`src/rtl/array_4_fifo_ctrl.sv`:
```
// Valid/ready FIFO controller for the array_4_ext single-port SRAM with a 2-entry output buffer.
// Optional empty-queue bypass into the output buffer: define ARRAY_FIFO_BYPASS_EN.
module array_4_fifo_ctrl #(
    parameter int DEPTH = 256,
    parameter int AW    = 8,
    parameter int DW    = 8
) (
    input  logic          clock,
    input  logic          reset_n,
    input  logic          enq_valid,
    output logic          enq_ready,
    input  logic [DW-1:0] enq_bits,
    output logic          deq_valid,
    input  logic          deq_ready,
    output logic [DW-1:0] deq_bits,
    output logic [AW+1:0] count,
    output logic [AW-1:0] mem_addr,
    output logic          mem_en,
    output logic          mem_wmode,
    output logic [DW-1:0] mem_wmask,
    output logic [DW-1:0] mem_wdata,
    input  logic [DW-1:0] mem_rdata
);

    localparam logic [AW:0] DEPTH_C = (AW+1)'(DEPTH);

    logic [AW-1:0] wr_ptr_q, wr_ptr_d;
    logic [AW-1:0] rd_ptr_q, rd_ptr_d;
    logic [AW:0]   ram_cnt_q, ram_cnt_d;
    logic          rd_inflight_q, rd_inflight_d;
    logic [1:0]    ob_cnt_q, ob_cnt_d;
    logic          ob_head_q, ob_head_d;
    logic [DW-1:0] ob_mem_q [2];

    logic [2:0]    ob_occ;
    logic          rd_want;
    logic          enq_fire;
    logic          bypass;
    logic          rd_issue;
    logic          wr_issue;
    logic          ob_push;
    logic          ob_pop;
    logic          ob_widx;
    logic [DW-1:0] ob_push_data;

    // Port arbitration depends only on registered state, so enq_ready never sees enq_valid/deq_ready.
    always_comb begin
        ob_occ    = 3'(ob_cnt_q) + 3'(rd_inflight_q);
        rd_want   = (ram_cnt_q != '0) && (ob_occ < 3'd2);
        enq_ready = reset_n && !rd_want && (ram_cnt_q < DEPTH_C);
        enq_fire  = enq_valid && enq_ready;
`ifdef ARRAY_FIFO_BYPASS_EN
        bypass    = enq_fire && (ram_cnt_q == '0) && !rd_inflight_q && (ob_cnt_q != 2'd2);
`else
        bypass    = 1'b0;
`endif
        rd_issue  = reset_n && rd_want;
        wr_issue  = enq_fire && !bypass;

        mem_en    = rd_issue || wr_issue;
        mem_wmode = wr_issue;
        mem_addr  = rd_issue ? rd_ptr_q : wr_ptr_q;
        mem_wdata = enq_bits;
        mem_wmask = '1;
    end

    // Output buffer: a returning read and a bypass write are mutually exclusive sources.
    always_comb begin
        ob_push      = rd_inflight_q || bypass;
        ob_push_data = rd_inflight_q ? mem_rdata : enq_bits;
        deq_valid    = (ob_cnt_q != 2'd0);
        deq_bits     = ob_mem_q[ob_head_q];
        ob_pop       = deq_valid && deq_ready;
        ob_widx      = ob_head_q ^ ob_cnt_q[0];
        count        = (AW+2)'(ram_cnt_q) + (AW+2)'(rd_inflight_q) + (AW+2)'(ob_cnt_q);
    end

    always_comb begin
        wr_ptr_d  = wr_ptr_q;
        rd_ptr_d  = rd_ptr_q;
        ram_cnt_d = ram_cnt_q;
        if (rd_issue) begin
            rd_ptr_d  = rd_ptr_q + AW'(1);
            ram_cnt_d = ram_cnt_q - (AW+1)'(1);
        end else if (wr_issue) begin
            wr_ptr_d  = wr_ptr_q + AW'(1);
            ram_cnt_d = ram_cnt_q + (AW+1)'(1);
        end
        rd_inflight_d = rd_issue;
        ob_head_d     = ob_head_q ^ ob_pop;
        ob_cnt_d      = ob_cnt_q + 2'(ob_push) - 2'(ob_pop);
    end

    always_ff @(posedge clock) begin
        if (!reset_n) begin
            wr_ptr_q      <= '0;
            rd_ptr_q      <= '0;
            ram_cnt_q     <= '0;
            rd_inflight_q <= 1'b0;
            ob_cnt_q      <= 2'd0;
            ob_head_q     <= 1'b0;
        end else begin
            wr_ptr_q      <= wr_ptr_d;
            rd_ptr_q      <= rd_ptr_d;
            ram_cnt_q     <= ram_cnt_d;
            rd_inflight_q <= rd_inflight_d;
            ob_cnt_q      <= ob_cnt_d;
            ob_head_q     <= ob_head_d;
        end
    end

    // Buffer storage is never reset; ob_cnt_q alone defines which slots hold live data.
    always_ff @(posedge clock) begin
        if (ob_push) begin
            ob_mem_q[ob_widx] <= ob_push_data;
        end
    end

endmodule
```
`config.mk`:
```
export PLATFORM = sky130hd
export DESIGN_NAME = array_4_fifo_ctrl
export DESIGN_NICKNAME = d
export VERILOG_FILES = /design/src/rtl/array_4_fifo_ctrl.sv
export SDC_FILE = /design/constraint.sdc
export NUM_CORES = 1
export LEC_CHECK = 0
export CAP_MARGIN = 20
export CORE_ASPECT_RATIO = 0.5
export CORE_MARGIN = 1.5
export CORE_UTILIZATION = 50
export DETAILED_ROUTE_END_ITERATION = 10
export GPL_TIMING_DRIVEN = 0
export PLACE_DENSITY = 0.88
export REMOVE_ABC_BUFFERS = 1
export SLEW_MARGIN = 20
export SYNTH_ARGS = -nofsm -noshare
export SYNTH_HDL_FRONTEND = slang
export SYNTH_SLANG_ARGS = --single-unit
```
`constraint.sdc`:
```
create_clock -name clock -period 3.3 [get_ports clock]
set_input_delay 0.99 -clock clock [delete_from_list [all_inputs] [get_ports clock]]
set_output_delay 0.99 -clock clock [all_outputs]
set_load 0.02 [all_outputs]
```
After elaboration in Yosys (flattened, before gate mapping)
Memory sizes are Yosys's and may differ from the RTL's. A register that Yosys moved wholly into a read port is not among the register bits.
Index checks and enable logic that the tools add are counted.
{"block": "word_totals", "mem_bits_rw": 16, "mem_count": 1, "out_inout_bits": 46, "register_bits": 29, "wordCells": 40}
{"name": "ob_mem_q", "words": 2, "width": 8, "rd": 1, "rd_clocked_by_memory_dff": 1, "wr": 1, "line": "33", "text": "logic [DW-1:0] ob_mem_q [2];"}
{"block": "op_classes", "add_sub_neg": 9, "n_bitwise": 3, "magnitude_cmp": 2, "reduce_logical": 12, "mux": 7}
{"cell": "$mux 9", "n": 2}
{"cell": "$add 8x1->8 const B", "n": 2}
{"cell": "$mux 8", "n": 2}
{"cell": "$add 10x2->10", "n": 1}
{"cell": "$add 9x1->10", "n": 1}
{"cell": "$add 9x1->9 const B", "n": 1}
{"cell": "$lt 9x9->1 const B", "n": 1}
{"cell": "$reduce_bool 9->1", "n": 1}
{"cell": "$sub 9x1->9 const B", "n": 1}
{"cell": "$logic_and 1x1->1", "n": 6}
{"cell": "$reduce_bool 2->1", "n": 2}
{"cell": "$add 2x1->3", "n": 1}
{"cell": "$lt 3x2->1 const B", "n": 1}
{"cell": "$mux 1", "n": 3}
{"cell": "$add 2x1->2", "n": 1}
{"cell": "$reduce_and 2->1", "n": 1}
{"cell": "$sub 2x1->2", "n": 1}
{"cell": "$xor 1x1->1", "n": 2}
{"cell": "$logic_not 1->1", "n": 1}
{"cell": "$logic_or 1x1->1", "n": 1}
{"cell": "$not 1->1", "n": 1}

Longest topological paths before layout
Gate-level depths: netlist (run 1).
{"block": "depth", "word_depth": 9, "mapped_depth": 11, "mapped_depth_nobuf": 10}

Least setup slack after synthesis (run 1)
OpenSTA, ideal clock, no wires.
{"block": "synth_path", "path_type": "register to register", "from": "register ram_cnt_q[5]", "to": "register ram_cnt_q[8]", "path_buffers": 0, "required_time_ns": 3.230, "path_slack_ns": 0.268, "arrival_time_ns": 2.962, "setup_ns": 0.070, "synth_period_minus_slack_ns": 3.032, "path_stages_with_launch": 11, "path_cell_list": "dfxtp_1 or4_4 o41a_1 nand2_2 inv_2 fa_1 a21o_1 a221oi_1 o21ai_0 xor2_1 a21oi_1"}
{"block": "synth_between", "word_cells_on_any_way": 13}
{"element": "start, declared", "line": "29", "text": "logic [AW:0] ram_cnt_q, ram_cnt_d;"}
{"element": "start signal, assigned", "line": "105", "text": "ram_cnt_q <= ram_cnt_d;"}
{"element": "$reduce_bool 9->1 (*)", "line": "49", "text": "rd_want = (ram_cnt_q != '0) && (ob_occ < 3'd2);"}
{"element": "$logic_and 1x1->1 (*)", "line": "49"}
{"element": "$logic_and 1x1->1 (*)", "line": "57", "text": "rd_issue = reset_n && rd_want;"}
{"element": "net rd_inflight_d", "line": "30", "text": "logic rd_inflight_q, rd_inflight_d;"}
{"element": "$mux 9 or $reduce_bool 2->1 (tied branches)"}
The timed path passes the listed nets; every way through them passes the cells marked *. The select of a mux whose other input is x is not followed.
A chain may end at the register's enable or synchronous reset.

Final worst setup path (run 1)
{"block": "layout_path", "from": "register ram_cnt_q[5]", "to": "output port mem_addr[3]"}
{"block": "layout_between", "elab_chain_len": 4}
{"element": "$reduce_bool 9->1", "line": "49"}
{"element": "$logic_and 1x1->1", "line": "49"}
{"element": "$logic_and 1x1->1", "line": "57"}
{"element": "$mux 8", "line": "62", "text": "mem_addr = rd_issue ? rd_ptr_q : wr_ptr_q;"}
{"element": "end, declared", "line": "17", "text": "output logic [AW-1:0] mem_addr,"}
Every way passes these cells.

==> results of run 1 <==
[worst paths after layout]
path             endpoint  slack [ns]  depth (start not counted)
max           mem_addr[3]       -0.04                          6
min           rd_ptr_q[7]        0.50                          2
max reg2reg  ram_cnt_q[8]        0.15                         11
min reg2reg   rd_ptr_q[7]        0.50                          2
[state kept, by name, indices dropped and copies added (netlist names), named ones only]
name       cells
wr_ptr_q       8
ob_mem_q      16
ram_cnt_q      9
ob_cnt_q       2
ob_push        1
rd_ptr_q       8
ob_head_q      1
[layer usage]
metal	vias to the layer above	wire (microns)
li1	1044	-
met1	1036	2450
met2	81	2970
met3	17	393
met4	0	128
met5	-	0
[worst max-delay path, stage by stage (launching register included)]
cell	delay (ns)
dfxtp_4	0.37
or4_4	0.54
o41a_4	0.43
nand2_8	0.11
buf_6	0.12
mux2_1	0.31
buf_2	0.16
[layout by cell type, fill, tap and decap left out, types with 4 or more instances in the layout]
| cell type | synthesis | routed |
|---|---|---|
| nand2_1 | 17 | 17 |
| edfxtp_1 | 16 | 16 |
| ha_1 | 12 | 12 |
| clkdlybuf4s50_1 | 0 | 36 |
| inv_1 | 7 | 7 |
| conb_1 | 1 | 8 |
| and3_1 | 6 | 6 |
| xor2_1 | 11 | 11 |
| dfxtp_1 | 30 | 24 |
| nand3_1 | 7 | 7 |
| buf_6 | 1 | 4 |
| or3_1 | 5 | 4 |
| nand4_1 | 8 | 8 |
| dfxtp_2 | 0 | 4 |
| buf_4 | 16 | 11 |
| dlygate4sd2_1 | 0 | 5 |
| mux2_1 | 8 | 5 |
| o21ai_0 | 4 | 4 |
| mux2_2 | 16 | 16 |
| clkbuf_8 | 0 | 5 |
| a21o_1 | 5 | 5 |
| buf_2 | 1 | 6 |
| a21oi_1 | 17 | 17 |
| xnor2_1 | 16 | 16 |
| nor2_1 | 20 | 18 |
[repair_timing]
action	CTS	global route
endpoints found under the hold margin	0	0
hold buffers	0	0
gates resized for setup	66	22
endpoints found under the setup margin	24	14
buffers inserted	8	4
pin swaps	4	0
[area by class of cell]
cell class                 count  area, sq um
tap                           70         87.6
sequential                    46         1090
timing repair buffer          69          639
fill                         343         1600
inverter                      12         51.3
clock inverter                 3         22.5
multi-input combinational    192         1480
clock buffer                   5         68.8
[kinds of logic after synthesis]
logic type | after synthesis | share of synthesized area (%)
DFF | 46 | 40.2
buffers and inverters | 35 | 7.45
muxes | 25 | 10.4
AOI/OAI and AO/OA | 38 | 9.46
and+or+nand+nor | 79 | 15.7
xor gates and xnor gates | 27 | 8.80
other | 1 | 0.140
adders and majority gates | 15 | 7.82
[power groups by stage]
stage          clock network, mW  registers [mW]  logic, mW
2_1_floorplan                  0           0.863      0.931
3_3_place_gp                   0           0.900       1.31
3_5_place_dp                   0           0.909       1.35
4_1_cts                    0.364           0.906       1.49
5_1_grt                    0.389           0.928       1.67
6_report                   0.360           0.910       1.56
==> reports/qor.yml, run 1 <==
hold_ws_ns: 0.503
cts_root_buffer: "clkbuf_8"
synthArstFlopShare_pct: 0
startpoint_type: "flop"
ios: 66
synth_seq_area_share_pct: 40.2
met1_usage_pct: 22.1
seqPwrFrac_pct: 32.2
final_cell_count_no_fill: 397
layout_setup_ws_ns: -0.0440
yosys.cell_types.count: 47
antenna_cells: 0
comb_power_share_pct: 55.1
leakage_nw: 1.49
power_frac_clock_pct: 12.7
clock-sinks: 46
slew_headroom_pct: 53.1
internal_power_mw: 1.67
grt_pass1_wl_mm: 9.18
drc: 0
overflow: 0
clock-skew-final_ns: 0.00529
hpwlAfterDp_mm: 3.99
pre_cts_slack_ns: -0.701
cts_buffer_depth: 2
clkSlewWorstSetupHoldPaths_ns: 0.09
core_area_sq_um: 5040
power_density_nw_per_um2: 820
chipWidth_microns: 107
synth.area.top_cells: "dfxtp_1, edfxtp_1, mux2_2"
dr.pass1.iters: 4
postPlaceCellArea_sq_um: 3220
cp-startpoint: "ram_cnt_q[5]"
ys.flop_type: "dfxtp_1"
peakVddDrop_uv: 329
crit_path_end_kind: "output port"
yosys_warnings: 0
slew_violations: 0
max_freq_mhz: 299
wirelength_mm: 5.94
design_area_sq_um: 3450
start_util_pct: 53.2
synth.most_common_cell: "dfxtp_1"
synthesis.area_sq_um: 2690
p_switching_mw: 1.16
syn2layout_area_growth_pct: 28.3
fin_nets: 361
setup_viol: 1
io_buffers: 57
detail-route-antenna-nets: 0
worstMarginPinSlew_ns: 0.701
vias: 2178
path_class: "flop to output port"
cts_tree: "done"
antenna_found_initial: 0
switching_share_pct: 40.9
arrival_ns: 2.35
grt_pass1_vias: 2076
post-route-period-util_pct: 101
grtUsageMet3_pct: 4.64
crit_required_ns: 2.31
wl_per_cell_microns: 15.0
rsz0062_at_grt: "true"
grt_start_max_net_pins: 29
drt-initial-drc-count: 84
synth_top_cell_area_share_pct: 22.4
ys_ff_latch: 46
drv_cap: 0
busiest_layer: "met2"
totalPowerFinal_mw: 2.83
syn_inst: 266
final_layout_size_suffix_gt1_share_pct: 22.3
failed_checks: "negative setup slack"
dp.cells: 377
syn_avg_cell_area_sq_um: 10.1
yosysTopAreaCell: "dfxtp_1"
gp_congestion: 0.791
crit_fanout: 7
period_needed_ns: 3.34
yosys-top-cells-count: "dfxtp_1, nor2_1, a21oi_1, nand2_1"
via_per_inst: 5.49
grt_use_met2_pct: 39.5
worstReg2RegStart: "ram_cnt_q[5]"
worstHoldStart: "rd_ptr_q[7]"
grt_use_total_pct: 20.6
status: "complete, but fails checks"
numCtsBuffers: 5
synth-edff-count: 16
final_util_pct: 68.3
die_area_sq_um: 5850
h-tree-depth: 2
clk_latency_ns: 0.31
hp-class: "flop to flop"
die_h_microns: 54.8
hold_violations: 0
final.setup.tns_ns: -0.0440
std_cell_rows: 18
No activity file was read; power rests on OpenSTA's default activity.
==> run 2, diff against run 1 <==
==> constraint.sdc (replaced) <==
create_clock -name clock -period 3.3 [get_ports clock]
set_input_delay 0.99 -clock clock [delete_from_list [all_inputs] [get_ports clock]]
set_output_delay 0.99 -clock clock [all_outputs]
set_load 0.005 [all_outputs]
==> run 2 against run 1 <==
  * The flow still finishes with violations (negative setup slack)
  * Sequential power down 1%
  * Wire length up 17%
  * Die area unchanged
  * Cell count up 3.0%
  * Clock power up 1%
  * Non-clock buffer count up 11
  * Global-route usage up 1.5 points
  * Sequential cell count unchanged
  * Clock-buffer cell count unchanged
  * Critical endpoint is now mem_en
  * Largest power group unchanged
  * Highest routed layer unchanged
==> reports/qor.yml, run 2 (same netlist as run 1, synthesis figures left out) <==
hp-class: "flop to flop"  # unchanged
dp.cells: 377  # unchanged
hpwlAfterDp_mm: 3.99  # unchanged
largestRegisters: "ob_mem_q: 16 flops, ram_cnt_q: 9 flops"  # unchanged
cts_buffer_depth: 2  # unchanged
detail-route-antenna-nets: 0  # unchanged
die_area_sq_um: 5850  # unchanged
wl_per_cell_microns: 17.0  # was 15.0 microns
worstPathCellList: "or4_4 > o41a_4 > buf_6 > o21ai_4 > inv_2 > dlygate4sd2_1"  # was or4_4 > o41a_4 > nand2_8 > buf_6 > mux2_1 > buf_2
crit_path_end_kind: "output port"  # unchanged
crit_fanout: 4  # was 7
layout_setup_ws_ns: -0.0590  # was -0.0440 ns
totalPowerFinal_mw: 2.92  # was 2.83 mW
overflow: 0  # unchanged
layout_common_cells: "clkdlybuf4s50_1, dfxtp_1, nor2_1, buf_4"  # was clkdlybuf4s50_1, dfxtp_1, nor2_1, a21oi_1, nand2_1
via_per_inst: 5.63  # was 5.49
gp_congestion: 0.791  # unchanged
antenna_found_initial: 0  # unchanged
grt_pass1_wl_mm: 9.79  # was 9.18 mm
top_register: "ob_mem_q"  # unchanged
final_util_pct: 72.4  # was 68.3%
status: "complete, but fails checks"  # unchanged
antenna_cells: 0  # unchanged
fillers: 303  # was 343
hold_ws_ns: 0.506  # was 0.503 ns
grt_pass1_vias: 2161  # was 2076
start_util_pct: 53.2  # unchanged
leakage_nw: 1.56  # was 1.49 nW
clk_latency_ns: 0.31  # about the same
syn2layout_area_growth_pct: 35.9  # was 28.3%
busiest_layer: "met2"  # unchanged
startpoint_type: "flop"  # unchanged
die_h_microns: 54.8  # unchanged
h-tree-depth: 2  # unchanged
fin_nets: 373  # was 361
failed_checks: "negative setup slack"  # unchanged
drc: 0  # unchanged
path_buf_inv: 3  # was 2
numCtsBuffers: 5  # unchanged
drv_cap: 0  # unchanged
multiInputGateArea_sq_um: 1560  # was 1480 sq um
cts_tree: "done"  # unchanged
layout_commonest_cell: "clkdlybuf4s50_1"  # unchanged
peakVddDrop_uv: 329  # about the same
drt-initial-drc-count: 204  # was 84
ios: 66  # unchanged
grtUsageMet3_pct: 4.17  # was 4.64%
final_layout_size_suffix_gt1_share_pct: 28.0  # was 22.3%
pre_cts_slack_ns: -0.598  # was -0.701 ns
critPathTopFamily: "compound AO/OA/AOI/OAI gates"  # was simple AND/OR/NAND/NOR gates
worstMarginPinSlew_ns: 0.710  # was 0.701 ns
chipWidth_microns: 107  # unchanged
largest_reg_flops: 16  # unchanged
grt_use_total_pct: 22.1  # was 20.6%
cts_root_buffer: "clkbuf_8"  # unchanged
grt_start_max_net_pins: 29  # unchanged
hold_violations: 0  # unchanged
io_buffers: 57  # unchanged
path_class: "flop to output port"  # unchanged
core_area_sq_um: 5040  # unchanged
clock-sinks: 46  # unchanged
rsz0062_at_grt: "true"  # unchanged
met1_usage_pct: 25.7  # was 22.1%
postPlaceCellArea_sq_um: 3220  # unchanged
grt_use_met2_pct: 40.6  # was 39.5%
vias: 2302  # was 2178
final.setup.tns_ns: -0.272  # was -0.0440 ns
max_freq_mhz: 298  # was 299 MHz
cp_slowest_cell: "or4_4"  # unchanged
crit_required_ns: 2.31  # about the same
clock-skew-final_ns: 0.00290  # was 0.00529 ns
design_area_sq_um: 3650  # was 3450 sq um
final_cell_count_no_fill: 409  # was 397
seq_area_sq_um: 1100  # was 1090 sq um
clkSlewWorstSetupHoldPaths_ns: 0.09  # about the same
std_cell_rows: 18  # unchanged
dr.pass1.iters: 5  # was 4
post-route-period-util_pct: 102  # was 101%
slew_violations: 0  # unchanged
arrival_ns: 2.37  # was 2.35 ns
wirelength_mm: 6.95  # was 5.94 mm
period_needed_ns: 3.36  # was 3.34 ns
power_density_nw_per_um2: 799  # was 820 nW/um^2
cpPeakStageDelay_ns: 0.55  # was 0.54 ns
setup_viol: 6  # was 1
slew_headroom_pct: 52.5  # was 53.1%
-- run 2: cell count changes in the layout (fill, tap and decap cells not counted), moves of 3 or more --
cell and change:
ha_1 -3, buf_4 +8, buf_2 -6, dlygate4sd2_1 -3, ha_4 +3, clkdlybuf4s50_1 +4
buf_6 +5
-- run 2: final cells by class --
| cell class | count | share of cell area (%) |
|---|---|---|
| multi-input combinational | 193 | 42.6 |
| sequential | 46 | 30.2 |
| timing repair buffer | 80 | 20.8 |
| tap | 70 | 2.40 |
| clock buffer | 5 | 1.88 |
| inverter | 12 | 1.54 |
| clock inverter | 3 | 0.617 |
-- run 2: what timing repair did --
item                       in CTS  in global routing
pin swaps                       6                 14
cloned                          1                  0
setup endpoints to repair      24                 19
hold buffers                    0                  0
setup buffers                  18                  6
gates resized for setup        57                 40
-- run 2: routing by layer --
metal	vias up	part of all wire (%)
met5	-	0
met1	1098	41
met3	26	6.9
li1	1064	-
met4	0	3.2
met2	114	49
-- run 2: worst paths after layout --
| path | start | end | slack (ns) | depth (start not counted) |
|---|---|---|---|---|
| worst min register to register | rd_ptr_q[7] | rd_ptr_q[7] | 0.51 | 2 |
| worst max register to register | ram_cnt_q[5] | ram_cnt_q[7] | 0.08 | 12 |
| worst max-delay path | ram_cnt_q[5] | mem_en | -0.06 | 6 |
| worst min-delay path | rd_ptr_q[7] | rd_ptr_q[7] | 0.51 | 2 |
-- run 2: worst reg2reg max path, stage by stage, from the launching register on --
cell and delay, ns:
dfxtp_4 0.35, or4_4 0.55, o41a_4 0.51, nand2_4 0.09
buf_6 0.12, buf_4 0.14, inv_8 0.06, ha_1 0.27
a21o_1 0.13, nand4_1 0.17, and3_1 0.23, or3_1 0.35
a31oi_1 0.18
-- run 2: power breakdown --
group | switching, mW | internal (mW)
clock network | 0.213 | 0.152
registers | 0.139 | 0.758
logic | 0.765 | 0.890
==> run 3, diff against run 2 <==
- CTS_CLUSTER_SIZE: not set -> 20
==> results of run 3 <==
The final DEF is identical to that of run 2; final timing and power are the same.
